$ cat src/rtl/calc_pkg.sv
// Shared constants and state encoding for the calculator sequencing controller.
package calc_pkg;
  localparam int OP_W       = 4;
  localparam int DEF_DATA_W = 32;
  localparam int DEF_SW_W   = 16;

  typedef enum logic [1:0] {
    ST_IDLE  = 2'd0,
    ST_ISSUE = 2'd1,
    ST_WAIT  = 2'd2,
    ST_WRITE = 2'd3
  } state_e;
endpackage

$ cat src/rtl/calc_ctrl_btn_debounce.sv
// Synchronizes the raw execute button and emits a single-cycle pulse once a
// press has been stable; re-arms only after an equally stable release.
module btn_debounce #(
  parameter int DEBOUNCE_CYCLES = 4
) (
  input  logic clk,
  input  logic rst_n,
  input  logic btn_raw,
  output logic press
);
  localparam int CNT_W = (DEBOUNCE_CYCLES > 1) ? $clog2(DEBOUNCE_CYCLES) : 1;

  logic             sync1_q, sync2_q;
  logic             level_q, level_d;
  logic             press_q, press_d;
  logic [CNT_W-1:0] cnt_q, cnt_d;

  // cnt counts consecutive samples disagreeing with the accepted level
  always_comb begin
    level_d = level_q;
    press_d = 1'b0;
    cnt_d   = '0;
    if (sync2_q != level_q) begin
      if (cnt_q == CNT_W'(DEBOUNCE_CYCLES - 1)) begin
        level_d = sync2_q;
        press_d = sync2_q;
      end else begin
        cnt_d = cnt_q + 1'b1;
      end
    end
  end

  always_ff @(posedge clk or negedge rst_n) begin
    if (!rst_n) begin
      sync1_q <= 1'b0;
      sync2_q <= 1'b0;
      level_q <= 1'b0;
      press_q <= 1'b0;
      cnt_q   <= '0;
    end else begin
      sync1_q <= btn_raw;
      sync2_q <= sync1_q;
      level_q <= level_d;
      press_q <= press_d;
      cnt_q   <= cnt_d;
    end
  end

  assign press = press_q;
endmodule

$ cat src/rtl/calc_ctrl.sv
// Calculator sequencer: latches opcode/operand on a debounced press, waits for
// the ALU, then writes the truncated result and overflow into the accumulator.
module calc_ctrl
  import calc_pkg::*;
#(
  parameter int DATA_W          = DEF_DATA_W,
  parameter int SW_W            = DEF_SW_W,
  parameter int DEBOUNCE_CYCLES = 4,
  parameter int ALU_LAT         = 1
) (
  input  logic              clk,
  input  logic              rst_n,
  input  logic              btnc,
  input  logic              clr,
  input  logic [OP_W-1:0]   op_sel,
  input  logic [SW_W-1:0]   sw,
  input  logic [DATA_W-1:0] alu_result,
  input  logic              alu_ovf,
  output logic [OP_W-1:0]   alu_op,
  output logic [DATA_W-1:0] alu_a,
  output logic [DATA_W-1:0] alu_b,
  output logic [SW_W-1:0]   accum,
  output logic              ovf_flag,
  output logic              busy
);
  localparam int WC_W = (ALU_LAT > 1) ? $clog2(ALU_LAT) : 1;

  logic press;

  state_e            state_q, state_d;
  logic [OP_W-1:0]   op_q, op_d;
  logic [DATA_W-1:0] b_q, b_d;
  logic [SW_W-1:0]   accum_q, accum_d;
  logic              ovf_q, ovf_d;
  logic [WC_W-1:0]   wait_q, wait_d;

  btn_debounce #(.DEBOUNCE_CYCLES(DEBOUNCE_CYCLES)) u_debounce (
    .clk    (clk),
    .rst_n  (rst_n),
    .btn_raw(btnc),
    .press  (press)
  );

  always_comb begin
    state_d = state_q;
    op_d    = op_q;
    b_d     = b_q;
    accum_d = accum_q;
    ovf_d   = ovf_q;
    wait_d  = wait_q;
    if (clr) begin
      state_d = ST_IDLE;
      accum_d = '0;
      ovf_d   = 1'b0;
    end else begin
      case (state_q)
        ST_IDLE: begin
          if (press) begin
            state_d = ST_ISSUE;
            op_d    = op_sel;
            b_d     = {{(DATA_W-SW_W){sw[SW_W-1]}}, sw};
          end
        end
        ST_ISSUE: begin
          wait_d  = '0;
          state_d = ST_WAIT;
        end
        ST_WAIT: begin
          if (wait_q == WC_W'(ALU_LAT - 1)) state_d = ST_WRITE;
          else wait_d = wait_q + 1'b1;
        end
        ST_WRITE: begin
          // result must fit the accumulator as a signed value
          accum_d = alu_result[SW_W-1:0];
          ovf_d   = alu_ovf |
                    (alu_result[DATA_W-1:SW_W] != {(DATA_W-SW_W){alu_result[SW_W-1]}});
          state_d = ST_IDLE;
        end
        default: state_d = ST_IDLE;
      endcase
    end
  end

  always_ff @(posedge clk or negedge rst_n) begin
    if (!rst_n) begin
      state_q <= ST_IDLE;
      op_q    <= '0;
      b_q     <= '0;
      accum_q <= '0;
      ovf_q   <= 1'b0;
      wait_q  <= '0;
    end else begin
      state_q <= state_d;
      op_q    <= op_d;
      b_q     <= b_d;
      accum_q <= accum_d;
      ovf_q   <= ovf_d;
      wait_q  <= wait_d;
    end
  end

  assign alu_op   = op_q;
  assign alu_b    = b_q;
  assign alu_a    = {{(DATA_W-SW_W){accum_q[SW_W-1]}}, accum_q};
  assign accum    = accum_q;
  assign ovf_flag = ovf_q;
  assign busy     = (state_q != ST_IDLE);
endmodule

$ cat config.mk
export PLATFORM = sky130hd
export DESIGN_NAME = calc_ctrl
export DESIGN_NICKNAME = d
export VERILOG_FILES = /design/src/rtl/calc_pkg.sv /design/src/rtl/calc_ctrl_btn_debounce.sv /design/src/rtl/calc_ctrl.sv
export SDC_FILE = /design/constraint.sdc
export NUM_CORES = 1
export LEC_CHECK = 0
export CORE_MARGIN = 3
export CORE_UTILIZATION = 40
export DETAILED_ROUTE_END_ITERATION = 8
export PLACE_DENSITY = 0.82
export SYNTH_ARGS = -nofsm -noshare
export SYNTH_HDL_FRONTEND = slang
export SYNTH_SLANG_ARGS = --single-unit
$ cat constraint.sdc
create_clock -name clk -period 2.1 [get_ports clk]
set_clock_uncertainty 0.05 [all_clocks]
set_input_delay 0.42 -clock clk [delete_from_list [all_inputs] [get_ports clk]]
set_output_delay 0.42 -clock clk [all_outputs]
set_load 0.005 [all_outputs]
==> impl_results.md, run 1 <==
* Worst min-delay path category: input pin to async pin
* Syn Nets at 247
* Height of the die at 82.2 microns
* CTS max path bufs at 2
* Multi-input combinational cell area at 772 sq um
* Synth area leader: dfrtp_1
* Post-synth top area share at 48.5%
* WL/cell at 14.3 microns
* CP bufs+invs at 3
* WL final at 5.12 mm
* Initial antenna violation count at 0
* Hold_buf cts at 0
* Synth area leaders: dfrtp_1 (48%), buf_4 (16%), mux2_4 (13%)
* Antenna Nets Post-Route at 0
* DIE AREA at 6760 sq um
* P_sw at 0.000762 W
* Crit-path cells: inv_1, ha_2, inv_1, clkdlybuf4s50_1
* Ports at 143
* Number of fill cells at 450
* Area of the core at 5570 sq um
* Worst vdd ir at 0.000641 V
* Synthesis-to-layout area growth at 54.0%
* Max_cap viols at 0
* Post-DP HPWL at 4.06 mm
* # rows at 27
* Antenna Cells at 0
* Cell with the most instances after synthesis: buf_4
* #FFs+latches synth at 45
* Mapped cell area at 2320 sq um
* Post-synth EDFFs at 0
* CTS tree: yes
* Pwr Density at 867 nW/um^2
* Top cell family by delay on the critical path: buffers and inverters
* Critical path capture point type: primary output
* Switching share of power at 24.6%
* Clk pwr share at 21.0%
* Pre-antenna DRT Iters at 4
* Via count at 1635
* Aggregate global routing overflow at 0
* Final count of negative-setup-slack endpoints at 0
* Worst-Skew Late Latency at 0.30 ns
* CTS root buf: clkbuf_8
* Synth warnings at 0
* Die Width at 82.2 microns
* RSZ-0062 raised after global routing: false
* Worst Path Arrival at 1.52 ns
* Max-slew violation count at 0
* Peak Freq at 0.502 GHz
* Worst rel slew slack at 66.2%
* Seq pwr share at 39.9%
* Gpl congestion at 0.695
* Hold Fails Final Rpt at 0
* Slowest cell on the critical path: clkdlybuf4s50_1
* WS Path Type: flip-flop to primary output
* Yosys cell types at 25
* Sequential area share after synthesis at 48.5%
* Slew @ Worst Pin at 0.507 ns
* Clock-pin slew on the worst setup and hold paths at 0.10 ns
* Syn Area/Cell at 12.4 sq um
* First-pass GRT wire length at 7.57 mm
* Largest net degree at the start of global routing at 26
* Pleak at 1.53 nW
* GRT Total Usage at 14.6%
* 1st-iter DRT viols at 32
* Starting density of the core at 41.7%
* Delay of the slowest critical-path stage at 0.51 ns
* Clk sinks at 45
* Ys async rst share at 100%
* Internal Power at 0.00234 W
* Most common cell type on the critical path: inv_1
* Cts bufs inserted at 5
* Critical Path Fanout Max at 3
* Final core occ at 64.2%
* DRC viols at 0
* Top cells by count, synth: buf_4 (48), dfrtp_1 (45), mux2_4 (20), nor2_1 (20), mux2i_1 (16)
* Port-buffer cells at 142
* Vias in the first global route at 1523
* Fin crit share at 94.8%
* Data required, critical path at 1.63 ns
* Startpoint types: flip-flop
* Vias/cell at 4.55
* Fin crit period at 1.99 ns
* FF/Latch Area at 1130 sq um
* Outcome: finished clean
* TNS Setup at 0 ns
* Comb pwr share at 39.1%
* H-tree level count at 2
* Mapped Cells at 187
* Synth Flop Type: dfrtp_1
* Nets at 346
* Share of layout cells above drive strength 1 at 13.6%
==> metal layers <==
layer	global-route usage [%]	up-vias	part of all wire (%)
li1	-	780	-
met1	18.3	774	39
met2	24.4	76	53
met3	4.34	5	7.5
met4	3.99	0	0.80
met5	0	-	0
==> worst paths after layout <==
check	slack, ns	endpoint	depth (start not counted)	from
worst min-delay path	0.03	u_debounce.cnt_q[1]	1	rst_n
min in group clk	0.32	u_debounce.sync2_q	0	u_debounce.sync1_q
worst min register to register	0.32	u_debounce.sync2_q	0	u_debounce.sync1_q
max in group asynchronous	1.46	accum[13]	2	rst_n
worst max-delay path	0.11	busy	4	state_q[0]
worst max register to register	0.47	alu_b[14]	4	state_q[0]
==> metrics by stage <==
step	cell area [sq um]	total power (W)	setup WS [ns]	hold WS, ns	instances
2_1_floorplan	2320	0.00182	0.751	0.0744	187
3_5_place_dp	3450	0.00247	0.242	0.310	350
5_1_grt	3580	0.00328	0.0237	0.0449	359
6_report	3580	0.00310	0.110	0.0260	359
3_3_place_gp	3450	0.00243	0.257	0.284	350
4_1_cts	3560	0.00314	0.0230	0.0361	358
==> final cells by class <==
type / instances / area share, %
Clock buffer: 5 / 1.92
Timing Repair Buffer: 146 / 40.8
Multi-Input combinational cell: 85 / 21.6
Sequential cell: 45 / 31.6
Inverter: 3 / 0.315
Tap cell: 72 / 2.52
Clock inverter: 3 / 1.29
==> cells in the final DEF (no fill, tap or decap), types with 2 or more instances in the layout <==
cell and count:
buf_4 3, clkbuf_8 5, clkdlybuf4s50_1 141, dfrtp_1 43, dfrtp_2 2, ha_1 2
inv_1 3, mux2_4 20, mux2i_1 16, nand2_1 2, nand3_1 4, nand4_1 2
nor2_1 20, nor3_1 3, nor4_1 2, o31ai_1 2, xnor2_1 2
==> kinds of logic after synthesis <==
group | share of synthesized area [%]
fa+ha+maj | 1.62
simple gates | 9.05
compound gates | 1.40
xor+xnor | 0.754
buf+inv | 18.4
mux | 20.3
flops | 48.5
==> sequential cells by signal, indices dropped and copies added, names as in the netlist <==
| name | count |
|---|---|
| u_debounce.cnt_q | 2 |
| alu_op | 4 |
| state_q | 2 |
| u_debounce.sync1_q | 1 |
| u_debounce.sync2_q | 1 |
| u_debounce.press | 1 |
| accum | 16 |
| u_debounce.level_q | 1 |
| alu_b | 16 |
| ovf_flag | 1 |
==> power by group through the flow <==
| stage | sequential [W] | combinational [W] | clock [W] |
|---|---|---|---|
| final | 0.00124 | 0.00121 | 0.000651 |
| after global placement | 0.00124 | 0.00119 | 0 |
| after global routing | 0.00127 | 0.00131 | 0.000705 |
| after CTS | 0.00124 | 0.00123 | 0.000673 |
| after floorplan | 0.00124 | 0.000583 | 0 |
| after detailed placement | 0.00125 | 0.00122 | 0 |
==> timing repair <==
action | in CTS | in global routing
endpoints found under the setup margin | 0 | 36
resized for setup | 0 | 3
setup buffers | 0 | 1
==> worst reg2reg max path, delay by kind of cell, from the launching register on <==
kind	cells	cell delay, ns
buffers and inverters	1	0.10
AND/OR/NAND/NOR	1	0.33
multiplexers	1	0.43
flip-flops	1	0.39
adder cells (fa/ha/maj)	1	0.21
No activity file was read; power rests on OpenSTA's default activity.
==> run 2, diff against run 1 <==
==> constraint.sdc (replaced) <==
create_clock -name clk -period 2.5 [get_ports clk]
set_clock_uncertainty 0.05 [all_clocks]
set_input_delay 0.5 -clock clk [delete_from_list [all_inputs] [get_ports clk]]
set_output_delay 0.5 -clock clk [all_outputs]
set_load 0.005 [all_outputs]
==> impl_results.md, run 2 (synthesis results as in run 1) <==
* Die Width at 82.2 microns
* Worst-Skew Late Latency at 0.29 ns
* CP bufs+invs at 3
* Pre-CTS setup slack at 0.541 ns
* Fin crit share at 84.7%
* Most frequent cells in the layout: clkdlybuf4s50_1 (141), dfrtp_1 (45), mux2_4 (20), nor2_1 (20), mux2i_1 (16)
* Post-DP HPWL at 4.17 mm
* Clock-pin slew on the worst setup and hold paths at 0.09 ns
* Post-route worst setup slack at 0.382 ns
* Slowest cell on the critical path: clkdlybuf4s50_1
* Post-CTS Setup Inserts at 0
* Aggregate global routing overflow at 0
* Fin crit period at 2.12 ns
* Startpoint types: flip-flop
* Area of the core at 5570 sq um
* Synthesis-to-layout area growth at 52.3%
* Initial antenna violation count at 0
* Max-slew violation count at 0
* GRT Total Usage at 15.4%
* Most common cell type on the critical path: inv_1
* DIE AREA at 6760 sq um
* 1st-iter DRT viols at 43
* Via count at 1649
* First-pass GRT wire length at 7.95 mm
* Vias in the first global route at 1647
* Hold_buf cts at 0
* Ports at 143
* Peak Freq at 0.472 GHz
* Clk pwr share at 18.1%
* Vias/cell at 4.59
* H-tree level count at 2
* DRC viols at 0
* Worst rel slew slack at 68.3%
* P_sw at 0.000651 W
* Comb pwr share at 40.4%
* CP Launch Point: state_q[0]
* Number of fill cells at 445
* Fin area at 3540 sq um
* Share of layout cells above drive strength 1 at 12.5%
* TNS Setup at 0 ns
* CTS tree: yes
* Worst Path Arrival at 1.57 ns
* RR Startpoint: state_q[0]
* Worst vdd ir at 0.000487 V
* Hold slack at 0.117 ns
* Worst min-delay path category: input pin to async pin
* Gpl congestion at 0.678
* Pre-antenna DRT Iters at 4
* Hold Fails Final Rpt at 0
* Starting density of the core at 41.7%
* Cts bufs inserted at 5
* Multi-input combinational cell area at 769 sq um
* Switching share of power at 25.9%
* FF/Latch Area at 1130 sq um
* Commonest non-fill, non-tap cell in the layout: clkdlybuf4s50_1
* Height of the die at 82.2 microns
* Pwr Density at 710 nW/um^2
* RSZ-0062 raised after global routing: false
* Post-CTS Resized at 0
* Final Power at 0.00251 W
* # rows at 27
* Antenna Cells at 0
* Largest net degree at the start of global routing at 26
* Internal Power at 0.00186 W
* R2R Setup Slk at 0.87 ns
* Delay of the slowest critical-path stage at 0.51 ns
* Port-buffer cells at 142
* WL final at 5.32 mm
* Seq pwr share at 41.5%
* Final count of negative-setup-slack endpoints at 0
* Top cell family by delay on the critical path: buffers and inverters
* Clk sinks at 45
* WS Path Type: flip-flop to primary output
* Outcome: finished clean
* Crit-path cells: inv_1, ha_1, inv_1, clkdlybuf4s50_1
* Critical path capture point type: primary output
* Critical Path Fanout Max at 3
* CTS max path bufs at 2
* Antenna Nets Post-Route at 0
* Slew @ Worst Pin at 0.476 ns
* Placed cell area at 3440 sq um
* WL/cell at 14.8 microns
* Data required, critical path at 1.95 ns
* Pleak at 1.52 nW
* Nets at 346
* Max_cap viols at 0
* CTS root buf: clkbuf_8
-- run 2: changes by cell type in the layout (fill, tap and decap cells not counted) --
cell       delta
buf_12        -1
buf_4         +1
bufinv_16     -1
dfrtp_1       +2
dfrtp_2       -2
ha_1          +1
ha_2          -1
inv_6         +1
-- run 2: path summary, 6_finish.rpt --
check / depth (start not counted) / end
worst max-delay path: 4 / busy
worst min-delay path: 2 / u_debounce.cnt_q[1]
worst max register to register: 4 / alu_b[14]
worst min register to register: 0 / u_debounce.sync2_q
max in group asynchronous: 2 / accum[12]
min in group clk: 0 / u_debounce.sync2_q
-- run 2: metal layers --
metal	vias up	track usage, %	share of wire (%)
met5	-	0	0
met4	0	3.49	0.36
met3	2	3.80	6.5
met2	67	27.6	55
met1	802	18.6	38
li1	778	-	-
-- run 2: power groups by stage --
stage	clock network (W)	logic [W]	registers, W
2_1_floorplan	0	0.000490	0.00104
5_1_grt	0.000512	0.00110	0.00107
3_5_place_dp	0	0.00103	0.00105
4_1_cts	0.000476	0.00103	0.00104
6_report	0.000454	0.00101	0.00104
3_3_place_gp	0	0.000997	0.00104
-- run 2: final cells by class --
type	instances	area share (%)
timing repair buffer	146	40.9
inverter	3	0.318
tap	72	2.55
sequential	45	31.8
clock inverter	3	0.707
clock buffer	5	1.95
multi-input combinational	85	21.8
-- run 2: metrics by stage --
stage                     cells  util [%]
after floorplan             187         -
after global placement      351      61.8
after detailed placement    351      61.8
after CTS                   359      63.5
after global routing        359      63.5
final                       359      63.5
-- run 2: worst reg2reg max path, cell delays in order, from the launching register on --
cell and delay (ns):
dfrtp_1 0.39, inv_1 0.09, ha_1 0.22, nand3b_4 0.35
mux2_4 0.43
==> run 3, diff against run 2 <==
--- a/config.mk
+++ b/config.mk
@@ -6,9 +6,9 @@
 export NUM_CORES = 1
 export LEC_CHECK = 0
 export CORE_MARGIN = 3
-export CORE_UTILIZATION = 40
+export CORE_UTILIZATION = 37
 export DETAILED_ROUTE_END_ITERATION = 8
-export PLACE_DENSITY = 0.82
+export PLACE_DENSITY = 0.76
 export SYNTH_ARGS = -nofsm -noshare
 export SYNTH_HDL_FRONTEND = slang
 export SYNTH_SLANG_ARGS = --single-unit
==> constraint.sdc (replaced) <==
create_clock -name clk -period 2.16 [get_ports clk]
set_clock_uncertainty 0.05 [all_clocks]
set_input_delay 0.432 -clock clk [delete_from_list [all_inputs] [get_ports clk]]
set_output_delay 0.432 -clock clk [all_outputs]
set_load 0.005 [all_outputs]
==> impl_results.md, run 3 (synthesis results as in run 1) <==
* Placed Cells at 354
* Data required, critical path at 1.68 ns
* Worst vdd ir at 0.000604 V
* Synthesis-to-layout area growth at 53.6%
* Gpl congestion at 0.672
* RSZ-0062 raised after global routing: false
* GRT Total Usage at 14.3%
* Post-CTS Setup Inserts at 0
* Post-CTS Resized at 0
* Nets at 346
* WL/cell at 14.3 microns
* Share of layout cells above drive strength 1 at 12.5%
* DIE AREA at 7260 sq um
* Die Width at 85.2 microns
* Pwr Density at 846 nW/um^2
* WL final at 5.17 mm
* Critical Path Fanout Max at 3
* Worst rel slew slack at 62.4%
* Port-buffer cells at 142
* CTS max path bufs at 2
* Worst Path Arrival at 1.56 ns
* First-pass GRT wire length at 8.20 mm
* Peak Freq at 0.490 GHz
* Critical Path End: busy
* # rows at 28
* Antenna Cells at 0
* Hold slack at 0.161 ns
* 1st-iter DRT viols at 40
* Critical path capture point type: primary output
* Max-slew violation count at 0
* Cts bufs inserted at 5
* DRC viols at 0
* Aggregate global routing overflow at 0
* Clock-pin slew on the worst setup and hold paths at 0.08 ns
* Fin crit period at 2.04 ns
* Worst min-delay path category: input pin to async pin
* RR Startpoint: state_q[0]
* Commonest non-fill, non-tap cell in the layout: clkdlybuf4s50_1
* Fin crit share at 94.5%
* Max_cap viols at 0
* Slew @ Worst Pin at 0.563 ns
* Vias in the first global route at 1664
* CTS tree: yes
* Hold Fails Final Rpt at 0
* TNS Setup at 0 ns
* Ports at 143
* R2R Path End: alu_op[2]
* Clk sinks at 45
* Initial antenna violation count at 0
* R2R depth at 4
* Largest net degree at the start of global routing at 46
* Via count at 1586
* Starting density of the core at 38.8%
* Height of the die at 85.2 microns
* H-tree level count at 2
* Hold_buf cts at 0
* R2R Setup Slk at 0.51 ns
* Startpoint types: flip-flop
* Pleak at 1.53 nW
* Vias/cell at 4.38
* Worst-Skew Late Latency at 0.29 ns
* Area of the core at 5990 sq um
* Final count of negative-setup-slack endpoints at 0
* Post-DP HPWL at 3.95 mm
* Final cell count without fillers at 362
* Pre-antenna DRT Iters at 4
* Most frequent cells in the layout: clkdlybuf4s50_1 (141), dfrtp_1 (45), mux2_4 (20), nor2_1 (20), mux2i_1 (16)
* Antenna Nets Post-Route at 0
* WS Path Type: flip-flop to primary output
* CTS root buf: clkbuf_8
* CP Launch Point: state_q[0]
* Outcome: finished clean
==> run 3: how the worst min path moves through the flow <==
stage / endpoint / cells past startpoint / slack, ns
floorplan: accum[0] / 0 / 0.09
global placement: u_debounce.sync2_q / 0 / 0.28
detailed placement: u_debounce.sync2_q / 0 / 0.28
CTS: alu_op[0] / 2 / 0.19
global route: alu_b[13] / 2 / 0.20
finish: alu_op[0] / 2 / 0.16
==> run 3: worst max-delay path, stage by stage (launching register included) <==
cell	delay [ns]
dfrtp_1	0.35
inv_1	0.07
ha_1	0.24
inv_1	0.10
clkdlybuf4s50_1	0.51
==> run 3: stage by stage <==
| stage | setup slack (ns) | instance area (sq um) | utilization, % | total power, W |
|---|---|---|---|---|
| floorplan | 0.811 | 2320 | - | 0.00177 |
| global placement | 0.313 | 3450 | 57.5 | 0.00237 |
| detailed placement | 0.257 | 3450 | 57.5 | 0.00240 |
| CTS | 0.0898 | 3570 | 59.5 | 0.00307 |
| global route | 0.0150 | 3570 | 59.5 | 0.00319 |
| finish | 0.119 | 3570 | 59.5 | 0.00302 |
==> run 3: per-layer routing <==
layer / global-route usage (%) / share of wire, %
met2: 24.2 / 53
met4: 3.45 / 0.77
met1: 18.5 / 41
met5: 0 / 0
met3: 3.40 / 5.1
==> run 3: layout make-up <==
class | instances | area (sq um)
clock buffer | 6 | 82.6
sequential | 45 | 1130
multi-input combinational | 85 | 769
inverter | 3 | 11.3
timing repair buffer | 146 | 1450
tap | 75 | 93.8
clock inverter | 2 | 37.5
fill | 493 | 2420
==> run 3: power by group <==
part / internal [W] / switching, W / total [W]
combinational: 0.000871 / 0.000296 / 0.00117
clock: 0.000376 / 0.000275 / 0.000651
sequential: 0.00105 / 0.000153 / 0.00120
total: 0.00229 / 0.000724 / 0.00302
